==> src/rtl/tangle_alu_pkg.sv <==
// rtl/tangle_alu_pkg.sv - opcodes, FSM states and helpers shared by the Tangle ALU
package tangle_alu_pkg;

  localparam logic [3:0] OP_OR    = 4'd0;
  localparam logic [3:0] OP_AND   = 4'd1;
  localparam logic [3:0] OP_XOR   = 4'd2;
  localparam logic [3:0] OP_NOT   = 4'd3;
  localparam logic [3:0] OP_NEG   = 4'd4;
  localparam logic [3:0] OP_ADD   = 4'd5;
  localparam logic [3:0] OP_SUB   = 4'd6;
  localparam logic [3:0] OP_CMP   = 4'd7;
  localparam logic [3:0] OP_MOV   = 4'd8;
  localparam logic [3:0] OP_MOVHI = 4'd9;
  localparam logic [3:0] OP_MOVLO = 4'd10;
  localparam logic [3:0] OP_SLL   = 4'd11;
  localparam logic [3:0] OP_SLR   = 4'd12;
  localparam logic [3:0] OP_SRA   = 4'd13;
  localparam logic [3:0] OP_ROL   = 4'd14;
  localparam logic [3:0] OP_MUL   = 4'd15;

  typedef enum logic {
    S_IDLE = 1'b0,
    S_RUN  = 1'b1
  } state_e;

  // True for op classes that may iterate; shifts by zero still retire in one cycle.
  function automatic logic is_multicycle(input logic [3:0] op);
    return op inside {OP_SLL, OP_SLR, OP_SRA, OP_ROL, OP_MUL};
  endfunction

endpackage

==> src/rtl/tangle_alu_seq_if.sv <==
// rtl/tangle_alu_seq_if.sv - issue/retire bundle between control unit and ALU
interface tangle_alu_seq_if #(
  parameter int WIDTH = 16
);
  logic             start_i;
  logic [3:0]       op_i;
  logic [WIDTH-1:0] data1_i;
  logic [WIDTH-1:0] data2_i;
  logic [WIDTH-1:0] result_o;
  logic             zf_o;
  logic             sf_o;
  logic             cf_o;
  logic             of_o;
  logic             busy_o;
  logic             done_o;

  modport master (
    output start_i, op_i, data1_i, data2_i,
    input  result_o, zf_o, sf_o, cf_o, of_o, busy_o, done_o
  );

  modport slave (
    input  start_i, op_i, data1_i, data2_i,
    output result_o, zf_o, sf_o, cf_o, of_o, busy_o, done_o
  );
endinterface

==> src/rtl/tangle_alu_seq_shifter.sv <==
// rtl/tangle_alu_seq_shifter.sv - iterative shift/rotate engine, also holds the MUL multiplier
module tangle_alu_seq_shifter
  import tangle_alu_pkg::*;
#(
  parameter int WIDTH   = 16,
  parameter int STEP    = 4,
  parameter int SHAMT_W = $clog2(WIDTH)
) (
  input  logic               clk_i,
  input  logic               rst_i,
  input  logic               load_i,
  input  logic               step_i,
  input  logic [3:0]         op_i,
  input  logic [WIDTH-1:0]   data_i,
  input  logic [SHAMT_W-1:0] shamt_i,
  input  logic               fill_i,
  output logic               lsb_o,
  output logic [WIDTH-1:0]   data_nxt_o,
  output logic               cf_nxt_o,
  output logic               last_o
);
  localparam logic [SHAMT_W:0] STEP_R  = (SHAMT_W+1)'(STEP);
  localparam logic [SHAMT_W:0] ONE_R   = (SHAMT_W+1)'(1);
  localparam logic [SHAMT_W:0] WIDTH_R = (SHAMT_W+1)'(WIDTH);

  logic [WIDTH-1:0] data_q, data_d;
  logic [SHAMT_W:0] rem_q, rem_d, amt;
  logic [3:0]       op_q;
  logic             big;
  logic             cf_d;

  // MUL always walks one multiplier bit per cycle.
  assign big    = (op_q != OP_MUL) && (rem_q >= STEP_R);
  assign amt    = big ? STEP_R : ONE_R;
  assign rem_d  = rem_q - amt;
  assign last_o = (rem_d == '0);

  always_comb begin
    data_d = data_q;
    cf_d   = 1'b0;
    case (op_q)
      OP_SLL: begin
        if (big) begin
          data_d = {data_q[WIDTH-STEP-1:0], {STEP{1'b0}}};
          cf_d   = data_q[WIDTH-STEP];
        end else begin
          data_d = {data_q[WIDTH-2:0], 1'b0};
          cf_d   = data_q[WIDTH-1];
        end
      end
      OP_SLR: begin
        if (big) begin
          data_d = {{STEP{1'b0}}, data_q[WIDTH-1:STEP]};
          cf_d   = data_q[STEP-1];
        end else begin
          data_d = {1'b0, data_q[WIDTH-1:1]};
          cf_d   = data_q[0];
        end
      end
      OP_SRA: begin
        if (big) begin
          data_d = {{STEP{data_q[WIDTH-1]}}, data_q[WIDTH-1:STEP]};
          cf_d   = data_q[STEP-1];
        end else begin
          data_d = {data_q[WIDTH-1], data_q[WIDTH-1:1]};
          cf_d   = data_q[0];
        end
      end
      OP_ROL: begin
        if (big) begin
          data_d = {data_q[WIDTH-STEP-1:0], data_q[WIDTH-1:WIDTH-STEP]};
          cf_d   = data_q[WIDTH-STEP];
        end else begin
          data_d = {data_q[WIDTH-2:0], data_q[WIDTH-1]};
          cf_d   = data_q[WIDTH-1];
        end
      end
      OP_MUL: data_d = {fill_i, data_q[WIDTH-1:1]};
      default: ;
    endcase
  end

  always_ff @(posedge clk_i) begin
    if (rst_i) begin
      data_q <= '0;
      rem_q  <= '0;
      op_q   <= OP_OR;
    end else if (load_i) begin
      data_q <= data_i;
      rem_q  <= (op_i == OP_MUL) ? WIDTH_R : {1'b0, shamt_i};
      op_q   <= op_i;
    end else if (step_i) begin
      data_q <= data_d;
      rem_q  <= rem_d;
    end
  end

  assign lsb_o      = data_q[0];
  assign data_nxt_o = data_d;
  assign cf_nxt_o   = cf_d;
endmodule

==> src/rtl/tangle_alu_seq.sv <==
// rtl/tangle_alu_seq.sv - handshaked Tangle ALU with iterative shifter and shift-add multiply
module tangle_alu_seq
  import tangle_alu_pkg::*;
#(
  parameter int WIDTH   = 16,
  parameter int STEP    = 4,
  parameter int SHAMT_W = $clog2(WIDTH)
) (
  input  logic            clk_i,
  input  logic            rst_i,
  tangle_alu_seq_if.slave bus
);
  state_e             state_q, state_d;
  logic [3:0]         op_q, op_d;
  logic [WIDTH-1:0]   a_q, a_d, hi_q, hi_d, result_q, result_d;
  logic               zf_q, zf_d, sf_q, sf_d, cf_q, cf_d, of_q, of_d, done_q, done_d;
  logic [WIDTH-1:0]   opa, opb, sh_in, sh_nxt;
  logic [SHAMT_W-1:0] shamt;
  logic [WIDTH:0]     wide, mul_sum;
  logic               issue, multi, sh_lsb, sh_cf, sh_last;

  assign opa   = bus.data1_i;
  assign opb   = bus.data2_i;
  assign shamt = opb[SHAMT_W-1:0];
  assign issue = bus.start_i && (state_q == S_IDLE);
  assign multi = is_multicycle(bus.op_i) && ((bus.op_i == OP_MUL) || (shamt != '0));
  // MUL keeps the multiplier in the shifter; the product's high half lives in hi_q.
  assign sh_in   = (bus.op_i == OP_MUL) ? opb : opa;
  assign mul_sum = {1'b0, hi_q} + (sh_lsb ? {1'b0, a_q} : '0);

  tangle_alu_seq_shifter #(
    .WIDTH   (WIDTH),
    .STEP    (STEP),
    .SHAMT_W (SHAMT_W)
  ) u_shifter (
    .clk_i      (clk_i),
    .rst_i      (rst_i),
    .load_i     (issue && multi),
    .step_i     (state_q == S_RUN),
    .op_i       (bus.op_i),
    .data_i     (sh_in),
    .shamt_i    (shamt),
    .fill_i     (mul_sum[0]),
    .lsb_o      (sh_lsb),
    .data_nxt_o (sh_nxt),
    .cf_nxt_o   (sh_cf),
    .last_o     (sh_last)
  );

  always_comb begin
    state_d  = state_q;
    op_d     = op_q;
    a_d      = a_q;
    hi_d     = hi_q;
    result_d = result_q;
    zf_d     = zf_q;
    sf_d     = sf_q;
    cf_d     = cf_q;
    of_d     = of_q;
    done_d   = 1'b0;
    wide     = '0;
    case (state_q)
      S_IDLE: begin
        if (issue && multi) begin
          state_d = S_RUN;
          op_d    = bus.op_i;
          a_d     = opa;
          hi_d    = '0;
        end else if (issue) begin
          done_d = 1'b1;
          case (bus.op_i)
            OP_OR, OP_AND, OP_XOR, OP_SLL, OP_SLR, OP_SRA, OP_ROL: begin
              if (bus.op_i == OP_OR)       result_d = opa | opb;
              else if (bus.op_i == OP_AND) result_d = opa & opb;
              else if (bus.op_i == OP_XOR) result_d = opa ^ opb;
              else                         result_d = opa;
              zf_d = (result_d == '0);
              sf_d = result_d[WIDTH-1];
              cf_d = 1'b0;
              of_d = 1'b0;
            end
            OP_ADD, OP_SUB, OP_CMP: begin
              if (bus.op_i == OP_ADD) begin
                wide = {1'b0, opa} + {1'b0, opb};
                of_d = (opa[WIDTH-1] == opb[WIDTH-1]) && (wide[WIDTH-1] != opa[WIDTH-1]);
              end else begin
                wide = {1'b0, opa} - {1'b0, opb};
                of_d = (opa[WIDTH-1] != opb[WIDTH-1]) && (wide[WIDTH-1] != opa[WIDTH-1]);
              end
              if (bus.op_i != OP_CMP) result_d = wide[WIDTH-1:0];
              cf_d = wide[WIDTH];
              zf_d = (wide[WIDTH-1:0] == '0);
              sf_d = wide[WIDTH-1];
            end
            OP_NOT:   result_d = ~opa;
            OP_NEG:   result_d = '0 - opa;
            OP_MOV:   result_d = opb;
            OP_MOVHI: result_d = {opb[7:0], {(WIDTH-8){1'b0}}};
            OP_MOVLO: result_d = opa | opb;
            default: ;
          endcase
        end
      end
      S_RUN: begin
        if (op_q == OP_MUL) hi_d = mul_sum[WIDTH:1];
        if (sh_last) begin
          state_d  = S_IDLE;
          done_d   = 1'b1;
          result_d = sh_nxt;
          zf_d     = (sh_nxt == '0);
          sf_d     = sh_nxt[WIDTH-1];
          if (op_q == OP_MUL) begin
            cf_d = (mul_sum[WIDTH:1] != '0);
            of_d = cf_d;
          end else begin
            cf_d = sh_cf;
            of_d = 1'b0;
          end
        end
      end
      default: state_d = S_IDLE;
    endcase
  end

  always_ff @(posedge clk_i) begin
    if (rst_i) begin
      state_q  <= S_IDLE;
      op_q     <= OP_OR;
      a_q      <= '0;
      hi_q     <= '0;
      result_q <= '0;
      zf_q     <= 1'b0;
      sf_q     <= 1'b0;
      cf_q     <= 1'b0;
      of_q     <= 1'b0;
      done_q   <= 1'b0;
    end else begin
      state_q  <= state_d;
      op_q     <= op_d;
      a_q      <= a_d;
      hi_q     <= hi_d;
      result_q <= result_d;
      zf_q     <= zf_d;
      sf_q     <= sf_d;
      cf_q     <= cf_d;
      of_q     <= of_d;
      done_q   <= done_d;
    end
  end

  assign bus.result_o = result_q;
  assign bus.zf_o     = zf_q;
  assign bus.sf_o     = sf_q;
  assign bus.cf_o     = cf_q;
  assign bus.of_o     = of_q;
  assign bus.busy_o   = (state_q == S_RUN);
  assign bus.done_o   = done_q;
endmodule

==> src/flat_wrapper.sv <==
// flat-port wrapper written by rule: the top's interface ports become plain ports
module tangle_alu_seq_flat import tangle_alu_pkg::*;
#(
  parameter int WIDTH   = 16,
  parameter int STEP    = 4,
  parameter int SHAMT_W = $clog2(WIDTH)
)
  (clk_i, rst_i, bus_start_i, bus_op_i, bus_data1_i, bus_data2_i, bus_result_o, bus_zf_o, bus_sf_o, bus_cf_o, bus_of_o, bus_busy_o, bus_done_o);
  tangle_alu_seq_if #(.WIDTH(WIDTH)) bus_i ();
  input  logic clk_i;
  input  logic rst_i;
  input wire logic [$bits(bus_i.start_i)-1:0] bus_start_i;
  input wire logic [$bits(bus_i.op_i)-1:0] bus_op_i;
  input wire logic [$bits(bus_i.data1_i)-1:0] bus_data1_i;
  input wire logic [$bits(bus_i.data2_i)-1:0] bus_data2_i;
  output wire logic [$bits(bus_i.result_o)-1:0] bus_result_o;
  output wire logic [$bits(bus_i.zf_o)-1:0] bus_zf_o;
  output wire logic [$bits(bus_i.sf_o)-1:0] bus_sf_o;
  output wire logic [$bits(bus_i.cf_o)-1:0] bus_cf_o;
  output wire logic [$bits(bus_i.of_o)-1:0] bus_of_o;
  output wire logic [$bits(bus_i.busy_o)-1:0] bus_busy_o;
  output wire logic [$bits(bus_i.done_o)-1:0] bus_done_o;
  assign bus_i.start_i = bus_start_i;
  assign bus_i.op_i = bus_op_i;
  assign bus_i.data1_i = bus_data1_i;
  assign bus_i.data2_i = bus_data2_i;
  assign bus_result_o = bus_i.result_o;
  assign bus_zf_o = bus_i.zf_o;
  assign bus_sf_o = bus_i.sf_o;
  assign bus_cf_o = bus_i.cf_o;
  assign bus_of_o = bus_i.of_o;
  assign bus_busy_o = bus_i.busy_o;
  assign bus_done_o = bus_i.done_o;
  tangle_alu_seq #(.WIDTH(WIDTH), .STEP(STEP), .SHAMT_W(SHAMT_W)) u_core (.clk_i(clk_i), .rst_i(rst_i), .bus(bus_i));
endmodule
==> config.mk <==
export PLATFORM = sky130hd
export DESIGN_NAME = tangle_alu_seq_flat
export DESIGN_NICKNAME = d
export VERILOG_FILES = /design/src/rtl/tangle_alu_pkg.sv /design/src/rtl/tangle_alu_seq_if.sv /design/src/rtl/tangle_alu_seq_shifter.sv /design/src/rtl/tangle_alu_seq.sv /design/src/flat_wrapper.sv
export SDC_FILE = /design/constraint.sdc
export NUM_CORES = 1
export LEC_CHECK = 0
export ABC_AREA = 1
export CORE_MARGIN = 5
export CORE_UTILIZATION = 46
export DETAILED_ROUTE_END_ITERATION = 6
export PLACE_DENSITY_LB_ADDON = 0.15
export SLEW_MARGIN = 20
export SYNTH_ARGS = -nofsm -noshare
export SYNTH_HDL_FRONTEND = slang
export SYNTH_HIERARCHICAL = 1
export SYNTH_SLANG_ARGS = --single-unit
export TNS_END_PERCENT = 20
==> constraint.sdc <==
create_clock -name clk_i -period 5 [get_ports clk_i]
set_input_delay 1 -clock clk_i [delete_from_list [all_inputs] [get_ports clk_i]]
set_output_delay 1 -clock clk_i [all_outputs]
set_load 0.005 [all_outputs]
Word level (Yosys, flattened, before mapping) --
Index checks and enable logic that the tools add are counted.
Storage, ports and cells: bits of input ports 39, output and inout port bits 22, word-level logic and storage cells 150, flip-flop bits (word level) 83
Cells by class: reductions and logical operators 24, eq/ne operators 35, multiplexer cells 67, bitwise gates (word level) 5, $add $sub $neg 5, magnitude comparators 1
Operators by type and width (count):
- $mux W16 | 19
- $pmux W16 S7 | 1
- $mux W17 | 5
- $pmux W16 S5 | 1
- $pmux W16 S2 | 2
- $eq A4 B4 Y1 const B | 14
- $logic_not A16 Y1 | 3
- $mux W1 | 22
- $pmux W1 S2 | 11
- $add A16 B16 Y17 | 1
- $add A16 B17 Y17 | 1
- $sub A16 B16 Y17 | 1
- $and A16 B16 Y16 | 1
- $eq A4 B3 Y1 const B | 4
- $not A16 Y16 | 1
- $or A16 B16 Y16 | 1
- $reduce_bool A16 Y1 | 1
- $sub A1 B16 Y16 const A | 1
- $xor A16 B16 Y16 | 1
- $mux W15 | 1
- $mux W5 | 3
- $mux W14 | 1
- $eq A4 B2 Y1 const B | 2
- $ne A2 B2 Y1 const B | 4
- 25 further kinds | 35

Longest topological paths before layout --
depth after elaboration 13, mapped depth 20, depth with buffers taken out 19

Hierarchy --
The synthesis kept the hierarchy.
Modules (own cells, without submodules):
- tangle_alu_seq | cells each 1306, area an instance 7383.3 µm², seq. area each 1161.1 µm², instances 1
- tangle_alu_seq_shifter | cells each 333, area an instance 2040.7 µm², seq. area each 500.5 µm², instances 1

Least setup slack after synthesis --
OpenSTA, ideal clock, no wires.
path type in2reg, start in bus_data2_i[0], end reg u_core.u_shifter.data_q[2], stages on the path 11, setup slack 2.155 ns, required time 4.930 ns, library setup time 0.070 ns, arrival time 2.774 ns, buffers on the path 4, path through nor4_1 -> o21ai_0 -> nand4_1 -> buf_2 -> inv_1 -> clkbuf_1 -> buf_2 -> nor2_1 -> clkbuf_1 -> a22oi_1 -> a21oi_1
On the way: word-level cells in the longest chain between the ends 5, elaborated cells between the ends (all ways) 6, classes of those cells 1 x mux; 5 x reduce/logical
Ends and longest elaborated chain:
- start: declaration | RTL line flat_wrapper.sv:15 | input wire logic [$bits(bus_i.data2_i)-1:0] bus_data2_i;
- $reduce_bool A4 Y1 * | RTL line tangle_alu_seq.sv:26 | assign multi = is_multicycle(bus.op_i) && ((bus.op_i == OP_MUL) || (shamt != '0));
- $logic_or A1 B1 Y1 * | RTL line tangle_alu_seq.sv:26
- $logic_and A1 B1 Y1 * | RTL line tangle_alu_seq.sv:26
- $logic_and A1 B1 Y1 * | RTL line tangle_alu_seq.sv:38 | .load_i (issue && multi),
- $mux W16 / $reduce_bool A2 Y1 (equally long branches)
- end signal: assignment | RTL line tangle_alu_seq_shifter.sv:89 | data_q <= data_i;
- end signal: assignment | RTL line tangle_alu_seq_shifter.sv:93 | data_q <= data_d;
- end: declaration | RTL line tangle_alu_seq_shifter.sv:26 | logic [WIDTH-1:0] data_q, data_d;
Every way passes the cells marked *; elsewhere a longest branch is shown, timed or not. A chain may end at the register's enable or synchronous reset.

Worst setup path after layout --
start in bus_data2_i[0], end reg u_core.u_shifter.data_q[11]
Same word-level chain as after synthesis.

==> impl_metrics.json <==
{
  "dp_cells": 1917,
  "hold_viol": 0,
  "grt_pass1_vias": 10300,
  "nFillCells": 2182,
  "rr_worst_depth": 16,
  "syn_avg_cell_area_um2": 5.75,
  "fp.dieH_um": 153,
  "n_antenna_cell": 0,
  "worstSetupPathType": "input pin to flip-flop",
  "cp_max_fo": 17,
  "htreeDepth": 3,
  "whs_ps": 463,
  "max_freq_mhz": 263,
  "cts_buffer_depth": 2,
  "clk_latency_ps": 340,
  "area_growth_pct": 10.6,
  "gp_congestion": 0.970,
  "synth_cell_types": 48,
  "min_path_type": "flip-flop to flip-flop",
  "rows": 52,
  "start_util_pct": 46.6,
  "numCtsBuffers": 9,
  "synth_area_leader_cell": "dfxtp_1",
  "coreArea_um2": 20200,
  "holdBufCountCts": 0,
  "seq_area_frac_synth_pct": 17.6,
  "syn_area_um2": 9420,
  "status": "complete, but fails checks",
  "crit_start": "bus_data2_i[0]",
  "syn-num-nets": 1750,
  "place_area_um2": 10100,
  "cp.arrival_ps": 4060,
  "ff_latch_area_um2": 1660,
  "synthFlopType": "dfxtp_1",
  "die-area_um2": 23400,
  "ys_seq_elements": 83,
  "numClockSinks": 83,
  "p_total_w": 0.00232,
  "worstPathRequired_ps": 5260,
  "maxCapViolCount": 0,
  "port_buffers": 60,
  "totalWireLength_um": 36000,
  "final_area_um2": 10400,
  "ctsResizeCount": 0,
  "final_max_slew_viol_count": 0,
  "postCtsSetupRepairBufs": 0,
  "synth.cells.most_frequent": "nand2_1, inv_1, nand3_1",
  "grt_pass1_wl_um": 56400,
  "min_period_over_period_pct": 76.0,
  "setup_viol": 0,
  "min_path_cells": 2,
  "reg2reg_to": "u_core/bus.result_o[9]",
  "grt_start_max_net_pins": 46,
  "violations": "design-rule violations",
  "finalSetupTns_ps": 0,
  "ant_nets": 0,
  "clk_pin_slew_ps": 60,
  "grt_use_total_pct": 29.6,
  "synth_edf_count": 0,
  "yosysWarnings": 6,
  "yosysMostFrequentCell": "nand2_1",
  "path_cells": "clkdlybuf4s50_1, nor4_1, o21ai_0, nand4_1, inv_1, nor2_2, nand3_1, a21oi_1",
  "drc_errors": 9,
  "final_nets": 1769,
  "tightest_slew_ps": 937,
  "period_minus_slack_ps": 3800,
  "drtIter0Drc": 1441,
  "stdcell_count": 1933,
  "rsz0062_at_grt": "no",
  "synth_top_area_share_pct": 17.6,
  "num_io_pins": 61,
  "cts_root_buffer": "clkbuf_16",
  "cp-start-kind": "input pin",
  "async_flop_share_pct": 0,
  "hp-start": "u_core/op_q[0]",
  "end_kind": "flip-flop",
  "worst_path_max_delay_cell": "nor2_2",
  "power.leakage_nw": 5.20,
  "vias": 11200,
  "grt_overflow": 0,
  "layout-drive-gt1-share_pct": 4.57,
  "skew_ps": 7.00,
  "synth_area_leaders": "dfxtp_1, nand2_1, ha_1",
  "dp_hpwl_um": 28100,
  "power.density_nw_per_um2": 223,
  "min_to": "u_core/op_q[0]",
  "antenna_found_initial": 0,
  "fp.dieW_um": 153,
  "viasPerCell": 5.80,
  "slew_headroom_pct": 37.5,
  "cts_tree": "yes",
  "syn_inst": 1639,
  "ir_drop_v": 0.000198,
  "r2r_slack_ps": 1640,
  "multi_input_area_um2": 6570,
  "regToRegStartpoint": "u_core/u_shifter/rem_q[3]",
  "slowest_delay_ps": 680,
  "wl_per_cell_um": 18.6,
  "dr.pass1.iters": 7
}
worst max-delay path by stage:
stage,end,cells past startpoint,slack [ps]
final,u_core/u_shifter/data_q[11],8,1200
after floorplan,u_core/u_shifter/data_q[2],11,2160
after global placement,u_core/bus.zf_o,19,1010
after CTS,u_core/u_shifter/data_q[11],8,1340
after global routing,u_core/bus.zf_o,19,930
after detailed placement,u_core/bus.zf_o,19,990
worst max-delay path, delay by kind of cell:
kind                   cells  cell delay (ps)
AOI/OAI and AO/OA          2              390
buffers and inverters      2              830
and+or+nand+nor            4             1840
per-layer routing:
metal | global-route usage (%) | up-vias | share of wire (%)
met3 | 4.47 | 69 | 9.2
met2 | 46.1 | 560 | 44
met1 | 42.4 | 5146 | 44
met5 | 0 | - | 0
li1 | - | 5438 | -
met4 | 8.70 | 0 | 2.7
cells by family after synthesis:
logic type | Yosys count | share of synthesized area (%)
compound gates | 358 | 21.2
xor+xnor | 13 | 1.21
fa+ha+maj | 72 | 9.80
buf+inv | 293 | 12.7
flops | 83 | 17.6
simple gates | 820 | 37.5
stage by stage:
step | utilization (%) | worst slack (ps)
3_3_place_gp | 50.0 | 1010
3_5_place_dp | 50.0 | 994
4_1_cts | 51.5 | 1340
5_1_grt | 51.5 | 932
6_report | 51.5 | 1200
2_1_floorplan | - | 2160
cell usage in the layout (no fill, tap or decap), types with 4 or more instances in the layout:
| cell type | n |
|---|---|
| nand3b_1 | 8 |
| clkdlybuf4s50_1 | 59 |
| xor2_1 | 10 |
| ha_1 | 69 |
| o21bai_1 | 4 |
| nand4_1 | 20 |
| o21a_1 | 4 |
| a21oi_1 | 144 |
| dfxtp_1 | 83 |
| o21ai_0 | 120 |
| inv_1 | 213 |
| o21ai_1 | 9 |
| o22ai_1 | 17 |
| a221oi_1 | 7 |
| nor4_1 | 4 |
| nand3_1 | 170 |
| nand2_1 | 439 |
| nor3_1 | 17 |
| buf_4 | 13 |
| or2_2 | 8 |
| nand2_4 | 4 |
| nor2_2 | 5 |
| clkbuf_16 | 9 |
| a22oi_1 | 17 |
| a21o_1 | 4 |
| o211ai_1 | 11 |
| nand2_2 | 9 |
| inv_2 | 10 |
| nor2_1 | 128 |
| o221ai_1 | 4 |
| a31oi_1 | 4 |
| o2111ai_1 | 4 |
registers in the layout, summed over array words and instances, names as in the netlist:
signal,cells
u_core/a_q,16
u_core/bus.busy_o,1
u_core/bus.cf_o,1
u_core/bus.done_o,1
u_core/bus.of_o,1
u_core/bus.result_o,16
u_core/bus.sf_o,1
u_core/bus.zf_o,1
u_core/hi_q,16
u_core/op_q,4
u_core/u_shifter/data_q,16
u_core/u_shifter/op_q,4
u_core/u_shifter/rem_q,5
layout make-up:
class | count | share of cell area (%)
multi-input cells | 1263 | 63.0
flip-flops and latches | 83 | 15.9
inverters | 228 | 8.26
repair buffers | 73 | 6.65
well taps | 270 | 3.24
clock buffers | 9 | 2.16
clock inverters | 7 | 0.732
report_power, final:
group / switching, W / internal (W)
Clock: 0.000292 / 0.000390
Sequential: 0.0000395 / 0.000709
Combinational: 0.000596 / 0.000297
(Power assumes the default switching activity.)
